## src/rtl/replica_path_monitor.sv

```systemverilog
// replica_path_monitor
// Periodically launches a transition into the critical-path replica, samples
// its output one (and optionally two) cycles later, and classifies the result
// as on-time, late or stuck. Late results are counted over a fixed window of
// measurements. A window whose late count reaches THRESH raises a sticky
// slow-down request toward the clock/stall controller.
//
// Build option: REPLICA_MON_STUCK_CHECK_EN
//   defined   - a second sample cycle exists. A replica that misses both
//               samples is "stuck": it sets the sticky fault_o and is not
//               counted as late.
//   undefined - single sample only. Any miss counts as late, and fault_o
//               is tied low.
//
// state   | meaning
// --------+--------------------------------------------------------------
// IDLE    | not measuring; busy_o low
// WAIT    | interval countdown between measurements
// LAUNCH  | replica input toggles at the closing edge; expected value latched
// SAMPLE1 | first sample of replica output at the closing edge
// SAMPLE2 | second sample (stuck-check build only)
// EVAL    | classify, update window counters, window-end decision

module replica_path_monitor #(
   parameter  int INTERVAL       = 4,
   parameter  int WINDOW         = 8,
   parameter  int THRESH         = 2,
   parameter  int REPLICA_INVERT = 0,
   localparam int CW             = $clog2(WINDOW + 1)
) (
   input  logic          clk_i,
   input  logic          rst_i,
   input  logic          enable_i,
   output logic          replica_in_o,
   input  logic          replica_out_i,
   input  logic          slow_ack_i,
   output logic          slow_req_o,
   output logic          fault_o,
   output logic          late_pulse_o,
   output logic [CW-1:0] late_count_o,
   output logic          busy_o
);

   typedef enum logic [2:0] {
      S_IDLE,
      S_WAIT,
      S_LAUNCH,
      S_SAMPLE1,
      S_SAMPLE2,
      S_EVAL
   } state_e;

   localparam logic [7:0]    RELOAD  = 8'(INTERVAL - 1);
   localparam logic [CW-1:0] WIN     = CW'(WINDOW);
   localparam logic [CW-1:0] THR     = CW'(THRESH);
   localparam logic          INV_BIT = (REPLICA_INVERT != 0);

   state_e        state_q, state_d;
   logic [7:0]    ival_q, ival_d;
   logic          rin_q, rin_d;
   logic          exp_q, exp_d;
   logic          s1_q, s1_d;
   logic [CW-1:0] meas_q, meas_d;
   logic [CW-1:0] late_q, late_d;
   logic [CW-1:0] cnt_q, cnt_d;
   logic          slow_q, slow_d;
   logic          pulse_q, pulse_d;
   logic          slow_set;

   logic          is_late;
   logic [CW-1:0] late_sum;
   logic [CW-1:0] meas_inc;

`ifdef REPLICA_MON_STUCK_CHECK_EN
   logic          s2_q, s2_d;
   logic          fault_q, fault_d;
   logic          is_stuck;

   assign is_late  = (s1_q != exp_q) && (s2_q == exp_q);
   assign is_stuck = (s1_q != exp_q) && (s2_q != exp_q);
`else
   assign is_late  = (s1_q != exp_q);
`endif

   // Late count saturates at WINDOW so the counter can never wrap.
   assign late_sum = (is_late && (late_q != WIN)) ? late_q + CW'(1) : late_q;
   assign meas_inc = meas_q + CW'(1);

   // Next-state and datapath decode for the measurement sequencer.
   always_comb begin
      state_d  = state_q;
      ival_d   = ival_q;
      rin_d    = rin_q;
      exp_d    = exp_q;
      s1_d     = s1_q;
      meas_d   = meas_q;
      late_d   = late_q;
      cnt_d    = cnt_q;
      pulse_d  = 1'b0;
      slow_set = 1'b0;
`ifdef REPLICA_MON_STUCK_CHECK_EN
      s2_d     = s2_q;
      fault_d  = fault_q;
`endif

      // EVAL always completes its bookkeeping; everywhere else a dropped
      // enable abandons the measurement and the partial window.
      if (!enable_i && (state_q != S_EVAL)) begin
         state_d = S_IDLE;
         meas_d  = '0;
         late_d  = '0;
      end else begin
         case (state_q)
            S_IDLE: begin
               state_d = S_WAIT;
               ival_d  = RELOAD;
            end
            S_WAIT: begin
               if (ival_q == 8'd0) begin
                  state_d = S_LAUNCH;
               end else begin
                  ival_d = ival_q - 8'd1;
               end
            end
            S_LAUNCH: begin
               rin_d   = ~rin_q;
               exp_d   = ~rin_q ^ INV_BIT;
               state_d = S_SAMPLE1;
            end
            S_SAMPLE1: begin
               s1_d = replica_out_i;
`ifdef REPLICA_MON_STUCK_CHECK_EN
               state_d = S_SAMPLE2;
`else
               state_d = S_EVAL;
`endif
            end
`ifdef REPLICA_MON_STUCK_CHECK_EN
            S_SAMPLE2: begin
               s2_d    = replica_out_i;
               state_d = S_EVAL;
            end
`endif
            S_EVAL: begin
               pulse_d = is_late;
`ifdef REPLICA_MON_STUCK_CHECK_EN
               if (is_stuck) begin
                  fault_d = 1'b1;
               end
`endif
               if (meas_inc == WIN) begin
                  cnt_d    = late_sum;
                  slow_set = (late_sum >= THR);
                  meas_d   = '0;
                  late_d   = '0;
               end else begin
                  meas_d = meas_inc;
                  late_d = late_sum;
               end
               ival_d  = RELOAD;
               state_d = enable_i ? S_WAIT : S_IDLE;
            end
            default: begin
               state_d = S_IDLE;
            end
         endcase
      end

      // A window-end set in the same cycle as an acknowledge keeps the request.
      if (slow_set) begin
         slow_d = 1'b1;
      end else if (slow_ack_i) begin
         slow_d = 1'b0;
      end else begin
         slow_d = slow_q;
      end
   end

   // State and datapath registers, cleared asynchronously.
   always_ff @(posedge clk_i or posedge rst_i) begin
      if (rst_i) begin
         state_q <= S_IDLE;
         ival_q  <= '0;
         rin_q   <= 1'b0;
         exp_q   <= 1'b0;
         s1_q    <= 1'b0;
         meas_q  <= '0;
         late_q  <= '0;
         cnt_q   <= '0;
         slow_q  <= 1'b0;
         pulse_q <= 1'b0;
`ifdef REPLICA_MON_STUCK_CHECK_EN
         s2_q    <= 1'b0;
         fault_q <= 1'b0;
`endif
      end else begin
         state_q <= state_d;
         ival_q  <= ival_d;
         rin_q   <= rin_d;
         exp_q   <= exp_d;
         s1_q    <= s1_d;
         meas_q  <= meas_d;
         late_q  <= late_d;
         cnt_q   <= cnt_d;
         slow_q  <= slow_d;
         pulse_q <= pulse_d;
`ifdef REPLICA_MON_STUCK_CHECK_EN
         s2_q    <= s2_d;
         fault_q <= fault_d;
`endif
      end
   end

   assign replica_in_o = rin_q;
   assign slow_req_o   = slow_q;
   assign late_pulse_o = pulse_q;
   assign late_count_o = cnt_q;
   assign busy_o       = (state_q != S_IDLE);
`ifdef REPLICA_MON_STUCK_CHECK_EN
   assign fault_o      = fault_q;
`else
   assign fault_o      = 1'b0;
`endif

endmodule
```

## config.mk

```make
export PLATFORM = sky130hd
export DESIGN_NAME = replica_path_monitor
export DESIGN_NICKNAME = d
export VERILOG_FILES = /design/src/rtl/replica_path_monitor.sv
export SDC_FILE = /design/constraint.sdc
export NUM_CORES = 1
export LEC_CHECK = 0
export ABC_AREA = 0
export CORE_UTILIZATION = 40
export DETAILED_ROUTE_END_ITERATION = 8
export PLACE_DENSITY = 0.56
export SKIP_LAST_GASP = 1
export SYNTH_ARGS = -nofsm -noshare
export SYNTH_HDL_FRONTEND = slang
export SYNTH_SLANG_ARGS = --single-unit
```

## constraint.sdc

```tcl
create_clock -name clk_i -period 2.3 [get_ports clk_i]
set_clock_uncertainty 0.05 [all_clocks]
set_input_delay 0.23 -clock clk_i [delete_from_list [all_inputs] [get_ports clk_i]]
set_output_delay 0.23 -clock clk_i [all_outputs]
set_load 0.01 [all_outputs]
```

Yosys cells after proc, flatten, opt, wreduce, memory -nomap -nowiden
Cells that the tools add are included.
{ "totals": {"output_inout_bits": 9, "latch_bits": 0, "ram_bits": 0, "ff_bits": 27, "romBits": 0, "wordCells": 59, "mem_count": 0} }
{ "op_classes": {"multipliers": 0, "n_div": 0, "n_eq_ne": 10, "addsub": 3, "n_lt_le_gt_ge": 1, "n_reduce_logical": 14, "n_shift": 0, "mux": 20, "bitwise_logic": 2} }
{ "op_table": {"columns": ["operator", "n"], "rows": [
  ["$mux 4", 7],
  ["$pmux 8 s2", 1],
  ["$pmux 3 s5", 1],
  ["$add 4x1->4 const B", 2],
  ["$logic_not 8->1", 1],
  ["$mux 1", 8],
  ["$mux 8", 1],
  ["$sub 8x1->8 const B", 1],
  ["$eq 3x2->1 const B", 2],
  ["$mux 3", 2],
  ["$ne 3x3->1 const B", 2],
  ["$reduce_and 3->1", 2],
  ["$reduce_bool 2->1", 3],
  ["$eq 4x4->1 const B", 1],
  ["$ge 4x2->1 const B", 1],
  ["$ne 4x4->1 const B", 1],
  ["$reduce_and 2->1", 2],
  ["$eq 3x1->1 const B", 1],
  ["$eq 3x3->1 const B", 1],
  ["$logic_not 3->1", 1],
  ["$reduce_bool 3->1", 1],
  ["$logic_and 1x1->1", 2],
  ["$ne 2x2->1 const B", 1],
  ["$not 1->1", 2],
  ["other kinds (3)", 3]
]} }

Longest topological paths before layout
Gate-level depths: netlist (run 1).
{ "depth": {"ltp_word": 8, "depth_mapped": 6, "depth_no_buf": 6} }

Worst setup path after synthesis (run 1)
Ideal clock, no wire load.
{ "synth_timing": {"kind": "register to register", "startpoint": "register late_q[0]", "endpoint": "register slow_q (netlist: slow_req_o)", "t_required_ns": 2.124, "synth_period_minus_slack_ns": 1.725, "setup_ns": 0.126, "path_stages_with_launch": 7, "setup_slack_ns": 0.575, "arrival_ns": 1.549, "path_cell_list": "dfrtp_1 inv_1 ha_1 nand2_1 o21ai_2 mux2_4 o32a_1"} }
{ "synth_via": {"elab_chain_cells": 8, "elab_cells_between_ends": 10, "classes_between": "add/sub (1); order compare (1); eq/ne (1); mux (5); reduce/logical (2)"} }
{ "synth_rtl": {"columns": ["item", "line", "text"], "rows": [
  ["from (decl)", "64", "logic [CW-1:0] late_q, late_d;"],
  ["from (signal assigned)", "203", "late_q <= late_d;"],
  ["branches (longest 2 deep; another with $add 4x1->4)", null, null],
  ["$mux 4 (*)", "86", "assign late_sum = (is_late && (late_q != WIN)) ? late_q + CW'(1) : late_q;"],
  ["$ge 4x2->1 (*)", "153", "slow_set = (late_sum >= THR);"],
  ["$mux 1 (*)", "151", "if (meas_inc == WIN) begin"],
  ["$mux 1 (*)", "113", "case (state_q)"],
  ["$mux 1 (*)", "108", "if (!enable_i && (state_q != S_EVAL)) begin"],
  ["$mux 1 / $reduce_bool 2->1 (equally long branches)", null, null],
  ["to (signal assigned)", "205", "slow_q <= slow_d;"],
  ["to (decl)", "66", "logic slow_q, slow_d;"]
]} }
Every way passes the cells marked *.
A chain may end at the register's enable or synchronous reset.

Worst setup path in the final report (run 1)
{ "layout_timing": {"startpoint": "register state_q[2]", "endpoint": "output port busy_o"} }
{ "layout_via": {"elab_chain_cells": 1} }
{ "layout_rtl": {"columns": ["item", "line", "text"], "rows": [
  ["from (decl)", "58", "state_e state_q, state_d;"],
  ["from (signal assigned)", "197", "state_q <= state_d;"],
  ["$reduce_bool 3->1", "218", "assign busy_o = (state_q != S_IDLE);"],
  ["to (decl)", "41", "output logic busy_o"]
]} }
No other way between the ends.

==> flow_summary.toml, run 1 <==
[outcome]
status = "finished clean"

[logic_synthesis]
synthCells = 148
synth_edf_count = 0
synth-compound-area-share = 0.1872
ys_ff_latch = 27
synth_cell_type_count = 50
yosysWarnings = 0
synth_area_leaders = "dfrtp_1 45%, ha_1 5.0%, nand2_1 4.2%"
synth_top_family_by_area = "simple AND/OR/NAND/NOR gates"
synthMuxAreaShare = 0.05408
ys_seq_area_frac = 0.4493
syn_area_um2 = 1504
syn_avg_cell_area_um2 = 10.16
yosys.area_share.simple = 0.1997
yosysTopAreaCell = "dfrtp_1"
syn-num-nets = 159
synthAdderAreaFrac = 0.04992
synthFlopType = "dfrtp_1"
synth_async_sr_flop_share = 1.000
synth-xor-area-share = 0.02912
synth_top_cell_area_share = 0.4493

[place]
gp_congestion = 0.8191
place_ws_ns = 0.3699
numPortBuffers = 12
place_hpwl_um = 2123

[floorplanning]
coreArea_um2 = 3468
start_util = 0.4336
num_rows = 21
die_w_um = 63.32
die_y_um = 63.32
dieArea_um2 = 4009
ios = 14

[sta]
rsz0062_at_grt = "no"
finalHoldViolCount = 0
period_minus_slack_ns = 1.912
slew_violations = 0
fmax_mhz = 523.0
fin_tns_setup_ns = 0
fin_crit_sh = 0.8314
setup_slack_ns = 0.3878
setup_viol = 0

[worst_hold_path]
hold_path_class = "input port to asynchronous set/reset pin"

[worst_setup_path]
slowest_stage = "dfrtp_1"
cp_max_fo = 9
worst-r2r-cell-count = 6
r2r_slack_ns = 0.39
critPathRequiredTime_ns = 2.02
critPathMaxStageDelay_ns = 0.48
timing.rr.end = "ival_q[2]"
arrival_ns = 1.63
critPathLaunchType = "register"
path_cells = "or3_1 > clkdlybuf4s50_1"
reg2reg_from = "ival_q[0]"
worstSetupPathType = "register to primary output"
worstSetupEndpointType = "primary output"

[clock_network]
cts_setup_buffers = 0
max-clock-path-buffers = 2
clock_latency_ns = 0.27
h-tree-depth = 1
root_buffer = "clkbuf_8"
clkTransAtPathRegs_ns = 0.09
cts_buffers = 3
clock-sinks = 27
cts_tree = "yes"
postCtsHoldBufs = 0
post_cts_resized = 0

[detailed_routing]
routed_wl_um = 2994
ant_nets = 0
vias = 1165
drc_errors = 0
drt_pass1_iterations = 4
first_iter_violations = 70
routed_via_density = 5.628
wl_per_cell_um = 14.46

[power]
leakagePower_nw = 0.7822
powerDensity_nw_per_um2 = 779.8
vdd_drop_max_v = 0.0003845

[cells_and_area]
fillers = 330
area_delta_synth_final_pct = 13.98
diodes = 0
fin_nets = 173
drive_gt1_frac = 0.08075

[grt]
grt_pass1_wl_um = 5361
gr-usage-all-layers = 0.1700
grt_pass1_vias = 1141
grt_max_degree = 28
grt_overflow_total = 0
antenna_found_initial = 0

[job]
maxCapViolCount = 0
registers in the layout (all words and copies together), names as in the netlist:
register,cells
late_pulse_o,1
s1_q,1
slow_req_o,1
late_count_o,4
exp_q,1
ival_q,8
late_q,4
meas_q,4
state_q,3
synth_stat cells (2+ instances only):
master	instances
a21boi_1	2
nand3_1	3
clkbuf_1	2
mux2_1	2
mux2_2	3
inv_1	6
nand3b_1	2
ha_1	6
dfrtp_1	27
and3_1	3
and3b_1	2
a32o_1	4
xnor2_1	2
a211o_1	2
nand2_1	17
or3_1	2
nand4_1	2
and2_1	2
o21ai_0	3
o21ai_1	3
nand2b_1	3
xor2_1	3
nor2_1	9
nor2b_1	2
a21oi_1	2
a31oi_1	10
cell families (layout without fill, tap and decap cells):
| family | count (synthesis) | count (layout) |
|---|---|---|
| simple gates | 54 | 54 |
| fa+ha+maj | 6 | 6 |
| buf+inv | 10 | 23 |
| mux | 7 | 7 |
| other cells | 1 | 1 |
| flops | 27 | 27 |
| xor+xnor | 5 | 5 |
| compound gates | 38 | 38 |
how the worst max path moves through the flow:
stage | start | to | slack, ns | cells after the start
final | state_q[2] | busy_o | 0.39 | 2
after global routing | ival_q[0] | ival_q[2] | 0.23 | 6
after CTS | state_q[2] | busy_o | 0.38 | 2
after detailed placement | enable_i | ival_q[2] | 0.37 | 5
after global placement | enable_i | ival_q[2] | 0.44 | 5
after floorplan | late_q[0] | slow_req_o | 0.57 | 6
worst max-delay path: cells and delay by family, from the launching register on:
family	cells	cell delay, ns
flip-flops	1	0.48
buffers and inverters	1	0.48
AND/OR/NAND/NOR	1	0.40
final cells by class:
cell class,instances,area [um2],share of cell area
Multi-Input combinational cell,111,785.8,0.4584
Tap cell,46,57.56,0.03358
Clock buffer,4,45.04,0.02628
Timing Repair Buffer,13,127.6,0.07445
Sequential cell,27,675.6,0.3942
Inverter,6,22.52,0.01314
routing by layer:
layer	global-route usage	up-vias	share of wire
li1	-	571	-
met1	0.2254	574	0.50
met3	0.02174	5	0.022
met5	0	-	0
met4	0.07102	0	0.016
met2	0.2782	15	0.47
report_power, final:
group | internal [mW] | switching (mW)
sequential | 0.545 | 0.113
clock | 0.124 | 0.147
combinational | 0.195 | 0.212
cell usage in the layout, fill, tap and decap left out, drive strengths merged, types with 4 or more instances in the layout:
| cell type | n |
|---|---|
| mux2 | 6 |
| a31oi | 10 |
| o21ai | 7 |
| nor2 | 9 |
| clkbuf | 4 |
| ha | 6 |
| clkdlybuf4s50 | 12 |
| dfrtp | 27 |
| a32o | 4 |
| nand2 | 17 |
| nand2b | 4 |
| inv | 6 |
metrics by stage:
stage / hold slack, ns / power (mW) / cell area [um2] / util / cells
after detailed placement: 0.4316 / 1.071 / 1669 / 0.4812 / 203
final: 0.2559 / 1.337 / 1714 / 0.4942 / 207
after floorplan: 0.2327 / 0.9575 / 1504 / - / 148
after global placement: 0.4224 / 1.076 / 1669 / 0.4812 / 203
after CTS: 0.2728 / 1.348 / 1714 / 0.4942 / 207
after global routing: 0.3061 / 1.443 / 1714 / 0.4942 / 207
Power figures use the tool's default switching activity.
==> inputs of run 2 (changes only) <==
--- a/config.mk
+++ b/config.mk
@@ -8,7 +8,7 @@
 export ABC_AREA = 0
 export CORE_UTILIZATION = 40
 export DETAILED_ROUTE_END_ITERATION = 8
-export PLACE_DENSITY = 0.56
+export PLACE_DENSITY = 0.58
 export SKIP_LAST_GASP = 1
 export SYNTH_ARGS = -nofsm -noshare
 export SYNTH_HDL_FRONTEND = slang
==> constraint.sdc (replaced) <==
create_clock -name clk_i -period 1.75 [get_ports clk_i]
set_clock_uncertainty 0.05 [all_clocks]
set_input_delay 0.175 -clock clk_i [delete_from_list [all_inputs] [get_ports clk_i]]
set_output_delay 0.175 -clock clk_i [all_outputs]
set_load 0.01 [all_outputs]
==> flow_summary.toml, run 2 (same netlist as run 1, synthesis figures left out) <==
[worst_setup_path]
path_buf_inv = 2
crit_family = "simple AND/OR/NAND/NOR gates"
cp_max_fo = 4
slowest_stage = "dfrtp_1"
worstSetupPathType = "register to register"
path_cells = "inv_1 > ha_1 > nor3b_4 > buf_4 > nand4_1 > nand2_2 > a221o_1"
critPathLaunchType = "register"
critPathRequiredTime_ns = 1.87
worstSetupEndpointType = "register"
critPathMaxStageDelay_ns = 0.38
arrival_ns = 1.82

[sta]
setup_viol = 0
whs_ns = 0.1902
fmax_mhz = 588.0
rsz0062_at_grt = "yes"
fin_crit_sh = 0.9718
period_minus_slack_ns = 1.701
finalHoldViolCount = 0
slew_violations = 0
fin_tns_setup_ns = 0
setup_slack_ns = 0.04928

[cells_and_area]
post-route-util = 0.5617
largest_reg_flops = 8
fin_nets = 198
fillers = 330
layout_common_cells = "26 x buf_4, 25 x dfrtp_1, 15 x nand2_1"
mostFrequentLayoutCell = "buf_4"
area_delta_synth_final_pct = 29.53
drive_gt1_frac = 0.2634
diodes = 0
regMostFlops = "ival_q"

[grt]
grt_pass1_wl_um = 5188
gr-usage-all-layers = 0.1632
antenna_found_initial = 0
grt_pass1_vias = 1202
grt_overflow_total = 0
grt_max_degree = 28

[detailed_routing]
ant_nets = 0
routed_wl_um = 3226
drt_pass1_iterations = 4
vias = 1263
first_iter_violations = 48
routed_via_density = 5.444
wl_per_cell_um = 13.91
drc_errors = 0

[floorplanning]
coreArea_um2 = 3468
die_y_um = 63.32
ios = 14
num_rows = 21
die_w_um = 63.32
dieArea_um2 = 4009
start_util = 0.4336

[power]
leakagePower_nw = 0.9094
vdd_drop_max_v = 0.0005949
powerDensity_nw_per_um2 = 994.1

[worst_hold_path]
hold_path_class = "input port to asynchronous set/reset pin"

[clock_network]
cts_buffers = 3
h-tree-depth = 1
clock-sinks = 27
root_buffer = "clkbuf_8"
clock_latency_ns = 0.28
cts_tree = "yes"
clkTransAtPathRegs_ns = 0.10
max-clock-path-buffers = 2

[place]
numPortBuffers = 12
place_hpwl_um = 2296
place_ws_ns = 0.02896
gp_congestion = 0.7870

[outcome]
status = "finished clean"

[job]
maxCapViolCount = 0
[run 2: cell types whose count changed in the layout (fill, tap and decap cells not counted), sizes merged]
cell	delta
clkbuf	-1
clkdlybuf4s50	-1
dlygate4sd2	+1
buf	+25
clkinvlp	+1
[run 2: repair_timing]
item / CTS / global route
endpoints found under the setup margin: 1 / 16
hold buffers: 0 / 0
pin swaps: 0 / 8
buffers inserted: 4 / 3
gates resized for setup: 3 / 12
[run 2: cell type report]
class                   instances  area (um2)  area share
inverters                       6       22.52     0.01156
clock inverters                 1       7.507    0.003854
multi-input cells             111       827.0      0.4245
repair buffers                 38       314.1      0.1612
flip-flops and latches         27       678.2      0.3481
well taps                      46       57.56     0.02954
clock buffers                   3       41.29     0.02119
[run 2: final timing paths]
check	cells after the start	slack, ns	from	endpoint
max in group asynchronous	3	1.18	rst_i	state_q[0]
worst max register to register	7	0.05	ival_q[0]	ival_q[2]
worst min register to register	1	0.46	late_count_o[2]	late_count_o[2]
worst min-delay path	3	0.19	rst_i	late_count_o[1]
min in group clk_i	1	0.46	late_count_o[2]	late_count_o[2]
worst max-delay path	7	0.05	ival_q[0]	ival_q[2]
[run 2: through the flow]
step	power, mW	instances	instance area, um2
4_1_cts	1.888	229	1884
3_5_place_dp	1.514	221	1804
6_report	1.937	232	1948
3_3_place_gp	1.505	221	1804
5_1_grt	2.056	232	1948
2_1_floorplan	1.258	148	1504
[run 2: report_power, final]
part | internal [mW] | switching (mW) | total, mW
clock network | 0.162 | 0.207 | 0.369
logic | 0.381 | 0.344 | 0.725
registers | 0.715 | 0.128 | 0.843
total | 1.26 | 0.679 | 1.94
[run 2: worst register-to-register path, cell delays in order, from the launching register on]
cell and delay (ns):
dfrtp_1 0.38, inv_1 0.07, ha_1 0.20, nor3b_4 0.16
buf_4 0.14, nand4_1 0.16, nand2_2 0.11, a221o_1 0.33
[run 2: routing by layer]
layer  vias to the layer above  part of all wire  global-route usage
li1                        626                 -                   -
met3                         5             0.036             0.02536
met4                         0             0.011             0.04545
met5                         -                 0                   0
met2                        29              0.49              0.2823
met1                       603              0.46              0.2104
==> inputs of run 3 (changes only) <==
--- a/config.mk
+++ b/config.mk
@@ -9,6 +9,7 @@
 export CORE_UTILIZATION = 40
 export DETAILED_ROUTE_END_ITERATION = 8
 export PLACE_DENSITY = 0.58
+export SETUP_SLACK_MARGIN = 0.05
 export SKIP_LAST_GASP = 1
 export SYNTH_ARGS = -nofsm -noshare
 export SYNTH_HDL_FRONTEND = slang
==> flow_summary.toml, run 3 (same netlist as run 1, synthesis figures left out) <==
[clock_network]
clock-sinks = 27
cts_tree = "yes"
cts_buffers = 3
clock_latency_ns = 0.27
clkTransAtPathRegs_ns = 0.10
h-tree-depth = 1
max-clock-path-buffers = 2
root_buffer = "clkbuf_8"

[place]
gp_congestion = 0.8069
dp_cells = 220
numPortBuffers = 12
place_area_um2 = 1824
place_ws_ns = 0.04883
place_hpwl_um = 2287

[power]
vdd_drop_max_v = 0.0006152
p_total_mw = 2.067
powerDensity_nw_per_um2 = 1000
leakagePower_nw = 0.9293

[cells_and_area]
multi_input_area_um2 = 904.6
fillers = 305
diodes = 0
area_delta_synth_final_pct = 37.35
post-route-util = 0.5956
regMostFlops = "ival_q"
drive_gt1_frac = 0.3421
fin_nets = 202
layout_common_cells = "27 x buf_4, 23 x dfrtp_1, 16 x nand2_1"
largest_reg_flops = 8
fin_cells = 236
finalInstanceArea_um2 = 2066
seq_area_um2 = 680.7
mostFrequentLayoutCell = "buf_4"

[sta]
period_minus_slack_ns = 1.692
setup_viol = 0
finalHoldViolCount = 0
whs_ns = 0.2113
setup_slack_ns = 0.05772
fin_crit_sh = 0.9670
fmax_mhz = 590.9
rsz0062_at_grt = "yes"
slew_violations = 0
fin_tns_setup_ns = 0

[detailed_routing]
wl_per_cell_um = 15.27
first_iter_violations = 118
drc_errors = 0
ant_nets = 0
routed_wl_um = 3604
vias = 1300
drt_pass1_iterations = 4
routed_via_density = 5.508

[worst_setup_path]
arrival_ns = 1.80
worstSetupPathType = "register to register"
slowest_stage = "dfrtp_2"
critPathLaunchType = "register"
path_cells = "buf_4 > nand2b_2 > a21oi_2 > nand2_1 > a221o_1"
r2r_slack_ns = 0.06
path_buf_inv = 1
reg2reg_from = "state_q[2]"
cp_max_fo = 8
critPathLaunch = "state_q[2]"
cp.depth = 5
worstSetupEndpointType = "register"
timing.rr.end = "ival_q[2]"
critPathMaxStageDelay_ns = 0.42
critPathRequiredTime_ns = 1.86
critPathCapture = "ival_q[2]"
worst-r2r-cell-count = 5
crit_family = "compound AO/OA/AOI/OAI gates"

[floorplanning]
num_rows = 21
dieArea_um2 = 4009
ios = 14
coreArea_um2 = 3468
start_util = 0.4336
die_y_um = 63.32
die_w_um = 63.32

[grt]
grt_pass1_vias = 1289
grt_overflow_total = 0
antenna_found_initial = 0
grt_max_degree = 28
gr-usage-all-layers = 0.1761
grt_pass1_wl_um = 5540

[job]
maxCapViolCount = 0

[worst_hold_path]
hold_path_class = "input port to asynchronous set/reset pin"

[outcome]
status = "finished clean"
run 3: changes by cell type in the layout (fill, tap and decap cells not counted), sizes merged:
| cell | previous run | this run |
|---|---|---|
| clkbuf | 3 | 4 |
| buf | 26 | 30 |
| clkinvlp | 1 | 0 |
run 3: repair_timing:
| item | CTS | global route |
|---|---|---|
| hold buffers | 0 | 0 |
| buffers inserted | 4 | 8 |
| pin swaps | 1 | 10 |
| gates resized for setup | 5 | 24 |
| endpoints found under the setup margin | 6 | 12 |
| cloned | 0 | 0 |
run 3: worst min-delay path by stage:
| stage | startpoint | endpoint | slack, ns | depth (start not counted) |
|---|---|---|---|---|
| finish | rst_i | late_q[2] | 0.21 | 3 |
| global route | rst_i | slow_req_o | 0.28 | 3 |
| CTS | rst_i | slow_req_o | 0.22 | 3 |
| detailed placement | late_count_o[0] | late_count_o[0] | 0.43 | 1 |
| global placement | late_count_o[3] | late_count_o[3] | 0.43 | 1 |
| floorplan | rst_i | exp_q | 0.18 | 1 |
run 3: final cells by class:
cell class	count	area share
tap	46	0.02786
multi-input combinational	111	0.4379
clock buffer	4	0.02180
timing repair buffer	42	0.1720
sequential	27	0.3295
inverter	6	0.01090
run 3: tightest hold or removal path, cell delays in order:
cell,delay (ns)
clkdlybuf4s50_1,0.39
inv_1,0.05
buf_4,0.32
run 3: routing by layer:
layer / share of wire / up-vias / GRT usage
met2: 0.48 / 32 / 0.2782
met1: 0.47 / 636 / 0.2405
li1: - / 628 / -
met4: 0.013 / 0 / 0.06818
met5: 0 / - / 0
met3: 0.032 / 4 / 0.02899
run 3: power by group:
group / switching [mW] / internal (mW)
clock: 0.196 / 0.163
combinational: 0.416 / 0.444
sequential: 0.130 / 0.718
